<file path="src/rtl/xor_pkg.sv">
// Shared definitions for the XOR stream cipher path (encoder and decoder).
// Keystream is an 8-bit Fibonacci LFSR for x^8+x^6+x^5+x^4+1.
package xor_pkg;

  localparam logic [7:0] LfsrTaps    = 8'hB8;
  localparam logic [7:0] ZeroSeedSub = 8'h01;

  typedef enum logic [1:0] {
    IDLE,
    RUN,
    DONE
  } xor_state_e;

  function automatic logic [7:0] lfsr_next(input logic [7:0] key);
    return {key[6:0], ^(key & LfsrTaps)};
  endfunction

  // An all-zero LFSR never leaves zero, so a zero seed is remapped.
  function automatic logic [7:0] seed_fix(input logic [7:0] seed);
    return (seed == 8'h00) ? ZeroSeedSub : seed;
  endfunction

endpackage

</file>
<file path="src/rtl/xor_keygen.sv">
// Keystream register: seed load with zero substitution, one LFSR step per accepted byte.
module xor_keygen
  import xor_pkg::*;
(
  input  logic       clk_i,
  input  logic       rst_ni,
  input  logic       load_i,
  input  logic [7:0] seed_i,
  input  logic       step_i,
  output logic [7:0] key_o
);

  logic [7:0] key_q, key_d;

  always_comb begin
    key_d = key_q;
    if (load_i) begin
      key_d = seed_fix(seed_i);
    end else if (step_i) begin
      key_d = lfsr_next(key_q);
    end
  end

  always_ff @(posedge clk_i or negedge rst_ni) begin
    if (!rst_ni) begin
      key_q <= ZeroSeedSub;
    end else begin
      key_q <= key_d;
    end
  end

  assign key_o = key_q;

endmodule

</file>
<file path="src/rtl/xor_dec.sv">
// Byte-stream XOR decryptor: valid/ready in, one registered output stage, fixed-length frames
// that stop in DONE until the next key load.
module xor_dec
  import xor_pkg::*;
#(
  parameter int unsigned FRAME_LEN = 16
) (
  input  logic       CLK,
  input  logic       RSTn,
  input  logic [7:0] SV,
  input  logic       load,
  input  logic       en,
  input  logic [7:0] IN,
  input  logic       in_valid,
  output logic       in_ready,
  output logic [7:0] Out,
  output logic       out_valid,
  input  logic       out_ready,
  output logic [7:0] byte_cnt,
  output logic       frame_done
);

  localparam logic [7:0] FrameLenB = FRAME_LEN[7:0];

  xor_state_e state_q, state_d;
  logic [7:0] out_q, out_d;
  logic       out_valid_q, out_valid_d;
  logic [7:0] byte_cnt_q, byte_cnt_d;
  logic [7:0] key;
  logic       xfer;

  // Output slot is free when empty or being drained this cycle.
  assign in_ready = (state_q == RUN) && en && !load && (!out_valid_q || out_ready);
  assign xfer     = in_valid && in_ready;

  xor_keygen u_keygen (
    .clk_i  (CLK),
    .rst_ni (RSTn),
    .load_i (load),
    .seed_i (SV),
    .step_i (xfer),
    .key_o  (key)
  );

  always_comb begin
    state_d     = state_q;
    out_d       = out_q;
    out_valid_d = out_valid_q;
    byte_cnt_d  = byte_cnt_q;
    if (load) begin
      state_d     = RUN;
      out_valid_d = 1'b0;
      byte_cnt_d  = 8'd0;
    end else if (xfer) begin
      out_d       = IN ^ key;
      out_valid_d = 1'b1;
      byte_cnt_d  = byte_cnt_q + 8'd1;
      if (byte_cnt_q + 8'd1 == FrameLenB) begin
        state_d = DONE;
      end
    end else if (out_ready) begin
      out_valid_d = 1'b0;
    end
  end

  always_ff @(posedge CLK or negedge RSTn) begin
    if (!RSTn) begin
      state_q     <= IDLE;
      out_q       <= 8'h00;
      out_valid_q <= 1'b0;
      byte_cnt_q  <= 8'd0;
    end else begin
      state_q     <= state_d;
      out_q       <= out_d;
      out_valid_q <= out_valid_d;
      byte_cnt_q  <= byte_cnt_d;
    end
  end

  assign Out        = out_q;
  assign out_valid  = out_valid_q;
  assign byte_cnt   = byte_cnt_q;
  assign frame_done = (state_q == DONE);

`ifndef SYNTHESIS
  a_cnt_bound: assert property (@(posedge CLK) disable iff (!RSTn) byte_cnt_q <= FrameLenB);
  a_load_blocks: assert property (@(posedge CLK) disable iff (!RSTn) load |-> !in_ready);
`endif

endmodule

</file>
<file path="config.mk">
export PLATFORM = sky130hd
export DESIGN_NAME = xor_dec
export DESIGN_NICKNAME = d
export VERILOG_FILES = /design/src/rtl/xor_pkg.sv /design/src/rtl/xor_keygen.sv /design/src/rtl/xor_dec.sv
export SDC_FILE = /design/constraint.sdc
export NUM_CORES = 1
export LEC_CHECK = 0
export BUFFER_PORTS_ARGS = -buffer_cell sky130_fd_sc_hd__buf_2
export CAP_MARGIN = 20
export CORE_MARGIN = 2
export CORE_UTILIZATION = 50
export CTS_BUF_LIST = sky130_fd_sc_hd__clkbuf_4 sky130_fd_sc_hd__clkbuf_8 sky130_fd_sc_hd__clkbuf_16
export DETAILED_ROUTE_END_ITERATION = 10
export PLACE_DENSITY = 0.83
export REMOVE_ABC_BUFFERS = 1
export SLEW_MARGIN = 15
export SYNTH_ARGS = -nofsm -noshare
export SYNTH_HDL_FRONTEND = slang
export SYNTH_SLANG_ARGS = --single-unit
</file>
<file path="constraint.sdc">
create_clock -name CLK -period 1.7 [get_ports CLK]
set_clock_uncertainty 0.05 [all_clocks]
set_input_delay 0.255 -clock CLK [delete_from_list [all_inputs] [get_ports CLK]]
set_output_delay 0.255 -clock CLK [all_outputs]
set_load 0.005 [all_outputs]
</file>
==> impl_metrics.tcl, run 1 <==
set metrics [dict create \
    grt_start_max_net_pins 28 \
    yosysMostFrequentCell "nand2_1" \
    dp_hpwl_um 2070 \
    worst_pin_slew_ps 587 \
    via_per_inst 5.42 \
    final.setup.worst_slack_ps 95.7 \
    grt_usage_pct 19.1 \
    layout_min_cycle_time_ps 1600 \
    worst-endpoint-required_ps 1390 \
    die_w_um 55.4 \
    drt_iter0_markers 33 \
    crit_fanout 4 \
    clk_pin_slew_ps 150 \
    crit_path_end_kind "output port" \
    dpl.cell_count 205 \
    clk-insertion-delay-late_ps 330 \
    crit_type "register to output port" \
    synth_top_area_share_pct 49.2 \
    row_count 18 \
    r2r_start "state_q[1]" \
    peakVddDrop_mv 0.568 \
    grt_pass1_vias 1050 \
    wl_um 2810 \
    fillers 208 \
    clk_path_buf_depth 2 \
    fin_crit_sh_pct 94.4 \
    cp-startpoint "state_q[1]" \
    root_buffer "clkbuf_4" \
    cp.arrival_ps 1300 \
    start_kind "register" \
    whs_path_depth 3 \
    async_flop_share_pct 100 \
    synth-edff-count 0 \
    dp_slack_ps 96.0 \
    synth_seq_cells 27 \
    r2r_cells 4 \
    ys_warn_count 0 \
    final-hold-violation-count 0 \
    portBuffers 40 \
    initial_core_util_pct 52.9 \
    avgSynthCellArea_um2 9.72 \
    post_drt_wl_per_cell_um 13.4 \
    firstDrtPassIters 4 \
    yosysTopAreaCell "dfrtp_1" \
    setup-violations-final 0 \
    place_congestion 0.836 \
    cap_violations 0 \
    holdPathEnd "u_keygen.key_o[6]" \
    placed_area_um2 1570 \
    yosys-top-cells-area "dfrtp_1 49%, nand2_1 8.2%, xnor2_1 7.3%" \
    synth_cell_types 32 \
    cts_sinks 27 \
    ys.flop_type "dfrtp_1" \
    die_h_um 55.4 \
    rsz0062_at_grt "yes" \
    synthesis.area_um2 1320 \
    relSlewSlack_pct 60.9 \
    final_area_um2 1610 \
    hold_ws_ps 121 \
    cts_tree "done" \
    worstReg2RegEnd "byte_cnt[7]" \
    hold_path.class "input port to register" \
    outcome "finished, final reports clean" \
    diodes 0 \
    synth_cells 136 \
    nets 204 \
    ys_seq_area_share_pct 51.2 \
    fmax_ghz 0.623 \
    ant_nets 0 \
    core_um2 2500 \
    cts_resized 0 \
    area_growth_pct 21.6 \
    worstHoldStart "SV[6]" \
    powerDensity_nw_per_um2 825 \
    h-tree-depth 1 \
    drive_gt1_share_pct 29.4 \
    stdcell_count 210 \
    die_area_um2 3070 \
    ios 41 \
    remaining_drc_errors 0 \
    reg2reg_slack_ps 100 \
    final_max_slew_viol_count 0 \
    cts_buffers 3 \
    synth_common_cells "29 x nand2_1, 26 x dfrtp_1, 14 x o21ai_0" \
    grt_pass1_wl_um 4690 \
    antenna_found_initial 0 \
    num_vias 1139 \
    grt_overflow_total 0 \
    leakagePower_nw 0.786 \
]
[metal layers]
metal / vias to the layer above / GRT usage, % / wire (um) / share of wire, %
met5: - / 0 / 0 / 0
li1: 560 / - / - / -
met1: 542 / 24.3 / 1250 / 44
met3: 5 / 2.58 / 136 / 4.8
met4: 0 / 9.06 / 50 / 1.8
met2: 32 / 32.0 / 1380 / 49
[worst max-delay path by stage]
stage / to
global route: in_ready
CTS: in_ready
finish: in_ready
detailed placement: byte_cnt[7]
global placement: u_keygen.key_o[7]
floorplan: byte_cnt[7]
[worst max-delay path, cell delays in order, from the launching register on]
cell	delay, ps
dfrtp_1	410
and4bb_4	340
and2_1	120
buf_2	100
[registers in the layout, summed over array words and instances, names as in the netlist]
name            count
byte_cnt            8
state_q             2
u_keygen.key_o      8
Out                 8
out_valid           1
[per-stage QoR]
stage	total power, mW	TNS [ps]	utilization [%]
after floorplan	0.906	0	-
after global placement	1.03	0	62.7
after detailed placement	1.04	0	62.7
after CTS	1.34	0	64.3
after global routing	1.41	-0.708	64.3
final	1.33	0	64.3
[cells by family (layout without fill, tap and decap cells)]
family | count (synthesis) | after routing | synth area share, %
AOI/OAI and AO/OA | 32 | 32 | 14.8
xor gates and xnor gates | 12 | 12 | 7.95
adders and majority gates | 1 | 1 | 0.946
buffers and inverters | 9 | 53 | 3.41
DFF | 27 | 27 | 51.2
muxes | 2 | 2 | 1.51
and+or+nand+nor | 53 | 53 | 20.2
[area by class of cell]
class	count	area, um2	share of cell area (%)
clock buffers	4	30.0	1.87
inverters	2	7.51	0.467
multi-input cells	100	601	37.4
flip-flops and latches	27	677	42.1
well taps	30	37.5	2.33
repair buffers	47	255	15.9
[layout by cell type, fill, tap and decap left out, types with 2 or more instances in the layout]
cell      count
a21o_1        2
nor4_1        2
o21ai_0      14
mux2i_1       2
clkbuf_4      4
a22oi_1       7
nand3_1       4
and3_1        2
nor2_1        3
xnor2_1      11
inv_1         2
dfrtp_1      26
a21oi_1       4
buf_4         6
nand3b_1      2
nor3_1        3
nand2_1      29
buf_2        40
nand2b_1      3
[power by group]
part           leakage (nW)  internal [mW]  switching [mW]
combinational         0.426          0.133           0.124
clock                0.0184          0.108           0.191
sequential            0.342          0.717          0.0530
total                 0.786          0.958           0.368
[what timing repair did]
item / in CTS / in global routing
endpoints found under the hold margin: 26 / 0
buffers inserted: 0 / 0
hold buffers: 1 / 0
setup endpoints to repair: 0 / 2
No activity file was read; power rests on OpenSTA's default activity.
==> run 2: changes to the inputs <==
--- a/config.mk
+++ b/config.mk
@@ -12,7 +12,6 @@
 export CTS_BUF_LIST = sky130_fd_sc_hd__clkbuf_4 sky130_fd_sc_hd__clkbuf_8 sky130_fd_sc_hd__clkbuf_16
 export DETAILED_ROUTE_END_ITERATION = 10
 export PLACE_DENSITY = 0.83
-export REMOVE_ABC_BUFFERS = 1
 export SLEW_MARGIN = 15
 export SYNTH_ARGS = -nofsm -noshare
 export SYNTH_HDL_FRONTEND = slang
==> impl_metrics.tcl, run 2 (synthesized netlist as in run 1, its figures left out) <==
set metrics [dict create \
    outcome "finished, final reports clean" \
    final-hold-violation-count 0 \
    nets 204 \
    root_buffer "clkbuf_4" \
    die_h_um 55.4 \
    crit_type "register to output port" \
    layout_min_cycle_time_ps 1660 \
    powerDensity_nw_per_um2 821 \
    grt_start_max_net_pins 28 \
    cap_violations 0 \
    remaining_drc_errors 0 \
    setup-violations-final 0 \
    relSlewSlack_pct 60.1 \
    fin_tns_setup_ps 0 \
    worst-endpoint-required_ps 1390 \
    clk_path_buf_depth 2 \
    firstDrtPassIters 5 \
    area_growth_pct 22.3 \
    initial_core_util_pct 52.9 \
    wl_um 3030 \
    grt_pass1_vias 1106 \
    r2r_start "state_q[1]" \
    row_count 18 \
    clk_pin_slew_ps 160 \
    cts_buffers 3 \
    crit_path_end_kind "output port" \
    holdPathEnd "u_keygen.key_o[5]" \
    worstReg2RegEnd "byte_cnt[7]" \
    place_congestion 0.761 \
    grt_overflow_total 0 \
    whs_path_depth 3 \
    via_per_inst 5.31 \
    grt_pass1_wl_um 5110 \
    num_vias 1116 \
    antenna_found_initial 0 \
    reg2reg_slack_ps 40 \
    fillers 202 \
    ff_latch_area_um2 679 \
    grt_usage_pct 21.4 \
    r2r_cells 4 \
    drt_iter0_markers 41 \
    die_area_um2 3070 \
    leakagePower_nw 0.786 \
    layout_common_cells "40 x buf_2, 29 x nand2_1, 24 x dfrtp_1" \
    final_max_slew_viol_count 0 \
    fin_crit_sh_pct 97.9 \
    core_um2 2500 \
    diodes 0 \
    post_drt_wl_per_cell_um 14.4 \
    ios 41 \
    portBuffers 40 \
    drive_gt1_share_pct 31.7 \
    cp.arrival_ps 1360 \
    dp_slack_ps 54.7 \
    layout_commonest_cell "buf_2" \
    worstHoldStart "SV[5]" \
    cts_tree "done" \
    worst_pin_slew_ps 598 \
    synth_nets 159 \
    ant_nets 0 \
    final.setup.worst_slack_ps 35.1 \
    hold_path.class "input port to register" \
    crit_fanout 4 \
    clk-insertion-delay-late_ps 340 \
    start_kind "register" \
    fmax_ghz 0.601 \
    multi_input_area_um2 611 \
    cts_sinks 27 \
    dp_hpwl_um 2280 \
    peakVddDrop_mv 0.585 \
    h-tree-depth 1 \
    die_w_um 55.4 \
]
run 2: final cells by class:
cell class | count | area share (%)
well taps | 30 | 2.32
multi-input cells | 100 | 37.7
inverters | 2 | 0.464
flip-flops and latches | 27 | 42.0
repair buffers | 47 | 15.8
clock buffers | 3 | 1.39
clock inverters | 1 | 0.309
run 2: worst max-delay path by stage:
stage | from | endpoint | slack [ps] | depth (start not counted)
2_1_floorplan | state_q[1] | byte_cnt[7] | 150 | 4
3_3_place_gp | state_q[1] | byte_cnt[7] | 110 | 4
3_5_place_dp | state_q[1] | byte_cnt[7] | 50 | 4
4_1_cts | state_q[1] | in_ready | 20 | 3
5_1_grt | state_q[1] | byte_cnt[7] | -0.2 | 4
6_report | state_q[1] | in_ready | 40 | 3
run 2: through the flow:
stage               instances  util [%]  power (mW)  cell area, um2  hold WS, ps
detailed placement        204      62.4        1.05            1560          250
CTS                       209      63.9        1.34            1600          112
global route              210      64.7        1.40            1620          122
finish                    210      64.7        1.33            1620          118
global placement          204      62.4        1.03            1560          239
floorplan                 136         -       0.917            1320        -90.6
run 2: where the power goes:
| part | internal, mW | switching (mW) | leakage [nW] |
|---|---|---|---|
| Combinational | 0.134 | 0.132 | 0.429 |
| Sequential | 0.717 | 0.0543 | 0.339 |
| Clock | 0.0886 | 0.203 | 0.0177 |
| Total | 0.940 | 0.389 | 0.786 |
run 2: what timing repair did:
item                       CTS  global route
resized for setup            0             4
setup endpoints to repair    0             6
hold buffers                 1             0
hold endpoints to repair    26             0
buffers inserted             0             1
run 2: critical path: stages (launching register included):
cell,delay (ps)
dfrtp_1,400
and4bb_4,350
and2_1,150
buf_2,110
run 2: routing by layer:
| layer | global-route usage [%] | up-vias | share of wire, % |
|---|---|---|---|
| li1 | - | 559 | - |
| met1 | 26.8 | 517 | 45 |
| met2 | 33.8 | 32 | 47 |
| met3 | 4.92 | 8 | 4.9 |
| met4 | 12.2 | 0 | 3.0 |
| met5 | 0 | - | 0 |
==> run 3: changes to the inputs <==
--- a/config.mk
+++ b/config.mk
@@ -12,6 +12,7 @@
 export CTS_BUF_LIST = sky130_fd_sc_hd__clkbuf_4 sky130_fd_sc_hd__clkbuf_8 sky130_fd_sc_hd__clkbuf_16
 export DETAILED_ROUTE_END_ITERATION = 10
 export PLACE_DENSITY = 0.83
+export RECOVER_POWER = 50
 export SLEW_MARGIN = 15
 export SYNTH_ARGS = -nofsm -noshare
 export SYNTH_HDL_FRONTEND = slang
==> impl_metrics.tcl, run 3 (synthesized netlist as in run 1, its figures left out) <==
set metrics [dict create \
    place_congestion 0.761 \
    p_clk_share_pct 22.0 \
    fin_crit_sh_pct 97.5 \
    num_vias 1115 \
    drive_gt1_share_pct 28.9 \
    final_max_slew_viol_count 0 \
    cts_sinks 27 \
    ios 41 \
    r2r_cells 4 \
    clk-insertion-delay-late_ps 340 \
    fillers 205 \
    grt_pass1_wl_um 5110 \
    die_area_um2 3070 \
    layout_common_cells "34 x buf_2, 29 x nand2_1, 24 x dfrtp_1" \
    fin_tns_setup_ps 0 \
    wl_um 3020 \
    powerDensity_nw_per_um2 821 \
    combinationalPowerShare_pct 19.6 \
    layout_min_cycle_time_ps 1660 \
    hold_path.class "input port to register" \
    nets 204 \
    start_kind "register" \
    grt_usage_pct 21.4 \
    grt_overflow_total 0 \
    final-hold-violation-count 0 \
    area_growth_pct 21.9 \
    final_area_um2 1610 \
    clk_path_buf_depth 2 \
    synth_nets 159 \
    sequentialPowerShare_pct 58.4 \
    intPower_mw 0.934 \
    crit_path_end_kind "register" \
    whs_path_depth 3 \
    crit_fanout 8 \
    remaining_drc_errors 0 \
    via_per_inst 5.31 \
    ant_nets 0 \
    switching_share_pct 29.4 \
    cp.arrival_ps 1890 \
    core_um2 2500 \
    netSwitchingPower_mw 0.390 \
    dp_hpwl_um 2280 \
    drt_iter0_markers 41 \
    antenna_found_initial 0 \
    h-tree-depth 1 \
    initial_core_util_pct 52.9 \
    setup-violations-final 0 \
    outcome "finished, final reports clean" \
    clk_pin_slew_ps 160 \
    die_h_um 55.4 \
    firstDrtPassIters 5 \
    fmax_ghz 0.603 \
    ff_latch_area_um2 679 \
    worst_pin_slew_ps 665 \
    root_buffer "clkbuf_4" \
    multi_input_area_um2 611 \
    grt_start_max_net_pins 28 \
    worst-endpoint-required_ps 1930 \
    layout_commonest_cell "buf_2" \
    peakVddDrop_mv 0.585 \
    post_drt_wl_per_cell_um 14.4 \
    grt_pass1_vias 1106 \
    portBuffers 40 \
    leakagePower_nw 0.769 \
    die_w_um 55.4 \
    cap_violations 0 \
    cts_tree "done" \
    row_count 18 \
    diodes 0 \
    stdcell_count 210 \
    relSlewSlack_pct 55.7 \
    dpl.cell_count 204 \
    placed_area_um2 1560 \
    crit_type "register to register" \
    cts_buffers 3 \
]
-- run 3: cell types whose count changed in the layout (fill, tap and decap cells not counted), sizes merged --
cell | previous run | this run
buf | 46 | 40
clkbuf | 3 | 9
-- run 3: layout make-up --
class                   count  share of cell area (%)
repair buffers             47                    15.5
well taps                  30                    2.33
multi-input cells         100                    37.9
flip-flops and latches     27                    42.2
clock buffers               3                    1.40
inverters                   2                   0.466
clock inverters             1                   0.311
-- run 3: power groups by stage --
stage | registers [mW] | clock network [mW] | logic [mW]
after CTS | 0.772 | 0.299 | 0.267
after floorplan | 0.782 | 0 | 0.135
after global routing | 0.785 | 0.312 | 0.297
after detailed placement | 0.785 | 0 | 0.265
after global placement | 0.779 | 0 | 0.251
final | 0.772 | 0.291 | 0.260
-- run 3: repair_timing --
item                                    CTS  global route
hold buffers                              1             0
endpoints found under the setup margin    0             6
endpoints found under the hold margin    26             0
gates resized for setup                   0             4
setup buffers                             0             1
-- run 3: through the flow --
step	power, mW	hold WS (ps)	util, %	setup WS [ps]
after floorplan	0.917	-90.6	-	145
after global placement	1.03	239	62.4	113
after detailed placement	1.05	250	62.4	54.7
after CTS	1.34	112	63.9	19.3
after global routing	1.39	122	64.5	-0.183
final	1.32	118	64.5	42.0
-- run 3: worst paths after layout --
kind | from | end | slack, ps
max | state_q[1] | byte_cnt[7] | 40
min | SV[5] | u_keygen.key_o[5] | 120
max reg2reg | state_q[1] | byte_cnt[7] | 40
min reg2reg | Out[1] | Out[1] | 450
max in group asynchronous | RSTn | byte_cnt[0] | 740
min in group asynchronous | RSTn | byte_cnt[4] | 400
-- run 3: layer usage --
metal / share of wire [%] / global-route usage (%) / vias up
met5: 0 / 0 / -
met4: 3.0 / 12.2 / 0
met3: 5.2 / 4.92 / 8
met2: 47 / 33.8 / 34
met1: 45 / 26.8 / 515
li1: - / - / 558
-- run 3: worst max-delay path, stage by stage (launching register included) --
cell and delay [ps]:
dfrtp_1 400, and4bb_4 350, nand3_4 130, or4_4 530, a21oi_1 140
